`config.mk`:
```
export PLATFORM = sky130hd
export DESIGN_NAME = instr_encoder
export DESIGN_NICKNAME = d
export VERILOG_FILES = /design/src/rtl/instr_encoder.sv
export SDC_FILE = /design/constraint.sdc
export NUM_CORES = 1
export LEC_CHECK = 0
export ABC_AREA = 1
export CAP_MARGIN = 5
export CORE_ASPECT_RATIO = 0.9
export CORE_MARGIN = 1
export CORE_UTILIZATION = 44
export DETAILED_ROUTE_END_ITERATION = 16
export GPL_TIMING_DRIVEN = 0
export PLACE_DENSITY = 0.84
export SETUP_SLACK_MARGIN = 0.15
export SLEW_MARGIN = 30
export SYNTH_ARGS = -nofsm -noshare
export SYNTH_HDL_FRONTEND = slang
export SYNTH_SLANG_ARGS = --single-unit
```
`constraint.sdc`:
```
create_clock -name clk -period 3.7 [get_ports clk]
set_input_delay 0.74 -clock clk [delete_from_list [all_inputs] [get_ports clk]]
set_output_delay 0.74 -clock clk [all_outputs]
set_load 0.01 [all_outputs]
```
`src/rtl/instr_encoder.sv`:
```
// Turns field requests into RV32I words and streams them with ascending addresses.
// Latency: 1 cycle from accepted request to out_valid; sustains 1 word per cycle.
// Backpressure: in_ready drops while a word is stalled, on illegal input (sticky) or when full.
module instr_encoder #(
  parameter logic [31:0] BASE_ADDR = 32'h0000_0000,
  parameter int          MAX_WORDS = 64
) (
  input  logic        clk,
  input  logic        rst_n,
  input  logic        in_valid,
  output logic        in_ready,
  input  logic [2:0]  in_class,
  input  logic [4:0]  rd,
  input  logic [4:0]  rs1,
  input  logic [4:0]  rs2,
  input  logic [2:0]  funct3,
  input  logic        funct7b5,
  input  logic [20:0] imm,
  output logic        out_valid,
  input  logic        out_ready,
  output logic [31:0] imem_addr,
  output logic [31:0] imem_wdata,
  output logic        full,
  output logic        err,
  input  logic        clear
);

  // Word counter never wraps, so it must hold MAX_WORDS itself; keep at least 7 bits.
  localparam int CW = ($clog2(MAX_WORDS + 1) > 7) ? $clog2(MAX_WORDS + 1) : 7;

  typedef enum logic [1:0] {S_RUN, S_ERROR, S_FULL} state_t;

  state_t          state, state_nxt;
  logic [CW-1:0]   count;
  logic [31:0]     enc_word;
  logic            illegal;
  logic            accept;
  logic            last_word;

  // clear wins over a same-cycle request, so it masks acceptance here.
  assign accept    = in_valid && in_ready && !clear;
  assign last_word = (count == CW'(MAX_WORDS - 1));

  // Field packing per instruction class; branch/jump targets must be halfword aligned.
  always_comb begin
    enc_word = '0;
    illegal  = 1'b0;
    case (in_class)
      3'd0: enc_word = {imm[11:0], rs1, 3'b010, rd, 7'b0000011};
      3'd1: enc_word = {imm[11:5], rs2, rs1, 3'b010, imm[4:0], 7'b0100011};
      3'd2: enc_word = {1'b0, funct7b5, 5'b00000, rs2, rs1, funct3, rd, 7'b0110011};
      3'd3: begin
        enc_word = {imm[12], imm[10:5], rs2, rs1, 3'b000, imm[4:1], imm[11], 7'b1100011};
        illegal  = imm[0];
      end
      3'd4: begin
        if (funct3 == 3'b001 || funct3 == 3'b101)
          enc_word = {1'b0, funct7b5, 5'b00000, imm[4:0], rs1, funct3, rd, 7'b0010011};
        else
          enc_word = {imm[11:0], rs1, funct3, rd, 7'b0010011};
      end
      3'd5: begin
        enc_word = {imm[20], imm[10:1], imm[11], imm[19:12], rd, 7'b1101111};
        illegal  = imm[0];
      end
      default: illegal = 1'b1;
    endcase
  end

  // Mode register: RUN / ERROR / FULL.
  always_ff @(posedge clk or negedge rst_n) begin
    if (!rst_n) state <= S_RUN;
    else        state <= state_nxt;
  end

  // Mode transitions; only clear leaves ERROR or FULL.
  always_comb begin
    state_nxt = state;
    if (clear) begin
      state_nxt = S_RUN;
    end else if (state == S_RUN && accept) begin
      if (illegal)        state_nxt = S_ERROR;
      else if (last_word) state_nxt = S_FULL;
    end
  end

  // Mode-derived outputs; a stalled word blocks intake so it is never overwritten.
  always_comb begin
    full     = (state == S_FULL);
    err      = (state == S_ERROR);
    in_ready = (state == S_RUN) && (!out_valid || out_ready);
  end

  // Output word register and word counter; illegal requests are consumed without a word.
  always_ff @(posedge clk or negedge rst_n) begin
    if (!rst_n) begin
      out_valid  <= 1'b0;
      imem_addr  <= BASE_ADDR;
      imem_wdata <= '0;
      count      <= '0;
    end else if (clear) begin
      out_valid <= 1'b0;
      count     <= '0;
    end else if (accept && !illegal) begin
      out_valid  <= 1'b1;
      imem_addr  <= BASE_ADDR + (32'(count) << 2);
      imem_wdata <= enc_word;
      count      <= count + CW'(1);
    end else if (out_valid && out_ready) begin
      out_valid <= 1'b0;
    end
  end

endmodule

```
==> impl_metrics.yaml <==
worst_setup_path:
  rr_worst_depth: 8
  cp.arrival_ns: 2.06
  r2r_slack_ns: 2.11
  reg2reg_to: "imem_wdata[13]"
  cp.required_ns: 2.96
  path_class: "input pin to output pin"
  crit_path_max_fanout: 3
  startpoint: "out_ready"
  cp-start-kind: "input pin"
  crit_path_end_kind: "output pin"
  r2r-start: "state[1]"
power_and_ir_drop:
  irDropWorstVdd_uv: 224
  power_density_nw_per_um2: 392
  leakage_nw: 1.97
  power.total_mw: 1.46
timing:
  finalSetupViolCount: 0
  max_freq_mhz: 357
  setup_ws_ns: 0.902
  period_share_pct: 75.6
  setup-tns-final_ns: 0
  rsz0062_at_grt: "no"
  tightest_slew_ns: 0.638
  fin_skew_ns: 0.00526
  slew_headroom_pct: 57.3
  whs_ns: 0.433
  fin_crit_ns: 2.80
  finalHoldViolations: 0
  drv_slew: 0
global_routing:
  grt_antenna_before_repair: 0
  grt_pass1_vias: 2399
  grt_pass1_wl_um: 10900
  grt_overflow: 0
  grt_usage_pct: 24.1
  grt_max_degree: 48
floorplanning:
  num_io_pins: 116
  start_util_pct: 47.1
  die_y_um: 74.2
  core_um2: 5410
  die_x_um: 82.2
  dieArea_um2: 6100
  placementRows: 25
drt:
  drtIter0Drc: 92
  via_per_inst: 4.64
  first_pass_iters: 4
  ant_nets: 0
  vias: 2468
  wl_um: 6600
  drc: 0
  wl_per_cell_um: 12.4
cells_and_area:
  design_area_um2: 3720
  drive_gt1_share_pct: 10.5
  num_antenna_cells: 0
  finish.utilization_pct: 68.7
  final_nets: 513
  areaGrowthSynthToFinish_pct: 46.0
  instances_no_fill: 532
synthesis:
  synth_top_area_cell: "dfrtp_1"
  yosys-top-cells-area: "dfrtp_1, nand2_1, buf_4"
  syn_inst: 343
  netlist_area_um2: 2550
  ys_types: 22
  synth_top_area_share_pct: 46.2
  syn_area_per_cell_um2: 7.42
  ys_seq_area_share_pct: 46.2
  yosys_warnings: 0
  ys_seq_elements: 47
status:
  status: "complete, no violations"
placement:
  port_buffers: 90
  dpl.hpwl_um: 5100
  dp.cells: 524
  preCtsSetupSlack_ns: 0.895
  gp_congestion: 0.852
  dpl-instance-area_um2: 3620
cts:
  cts_root_buffer: "clkbuf_8"
  cts_buffer_depth: 2
  numCtsBuffers: 5
  clk_latency_ns: 0.30
  cts_sinks: 47
  cts_max_level: 2
  cts_hold_buf: 0
  path_clk_slew_ns: 0.08
  cts_setup_buffers: 0
  cts-resized-gates: 0
  cts_tree: "built"
flow_run:
  max-cap-violations: 0
worst_hold_path:
  hold_class: "input pin to asynchronous set/reset pin"
cells in the mapped netlist, drive strengths merged:
master / count
buf: 36
clkbuf: 1
clkinv: 1
conb: 1
dfrtp: 47
ha: 1
inv: 22
nand2: 155
nand3: 32
nand4: 3
nor2: 12
nor3: 1
o21ai: 26
or2: 1
xor2: 4
state kept, by name, indices dropped and copies added (netlist names):
name        count
imem_wdata     30
count           7
imem_addr       7
state           2
out_valid       1
area by class of cell:
type | instances | area (um2)
fill | 460 | 1690
sequential | 47 | 1180
multi-input combinational | 260 | 1110
timing repair buffer | 90 | 898
buffer | 37 | 263
clock buffer | 8 | 100
inverter | 23 | 88.8
tap | 67 | 83.8
metal layers:
metal | GRT usage, % | routed length, um | part of all wire (%)
met1 | 29.0 | 2820 | 43
met3 | 6.99 | 471 | 7.1
met4 | 9.16 | 93 | 1.4
met2 | 40.8 | 3210 | 49
met5 | 0 | 0 | 0
critical path, cell delays in order:
cell and delay (ns):
clkdlybuf4s50_1 0.45, inv_1 0.03, nand2_1 0.09, inv_1 0.06, nor3_1 0.13, clkdlybuf4s50_1 0.56
placed cells by master (no fill, tap or decap):
master,synthesis,layout
nand2_1,154,154
clkdlybuf4s50_1,0,89
dfrtp_1,47,47
nand3_1,30,30
buf_4,29,30
conb_1,1,25
inv_1,21,21
o21ai_0,19,19
nor2_1,12,12
o21ai_1,7,7
clkbuf_8,0,7
buf_2,6,6
xor2_1,4,4
nand4_1,3,3
clkbuf_1,1,2
nor3_1,1,1
nand3_2,1,1
nand2_2,1,1
nand3_4,1,1
inv_4,1,1
clkinv_1,1,1
buf_6,1,1
or2_2,1,1
ha_1,1,1
where the power goes:
| part | switching [mW] | internal [mW] | leakage, nW |
|---|---|---|---|
| clock network | 0.171 | 0.171 | 0.0515 |
| registers | 0.0536 | 0.595 | 0.618 |
| logic | 0.210 | 0.258 | 1.30 |
logic make-up (layout without fill, tap and decap cells):
kind of cell,after synthesis,in the layout,share of synthesized area [%]
AOI/OAI and AO/OA,26,26,5.11
xor gates and xnor gates,4,4,1.38
adders and majority gates,1,1,0.491
buffers and inverters,60,158,13.8
DFF,47,47,46.2
other,1,25,0.147
and+or+nand+nor,204,204,32.9
how the worst max path moves through the flow:
stage	endpoint	slack, ns	depth (start not counted)
after floorplan	in_ready	1.83	4
after global placement	imem_wdata[10]	0.60	1
after global routing	in_ready	0.78	6
after CTS	in_ready	0.90	6
final	in_ready	0.90	6
after detailed placement	in_ready	0.90	6
Power figures use the tool's default switching activity.
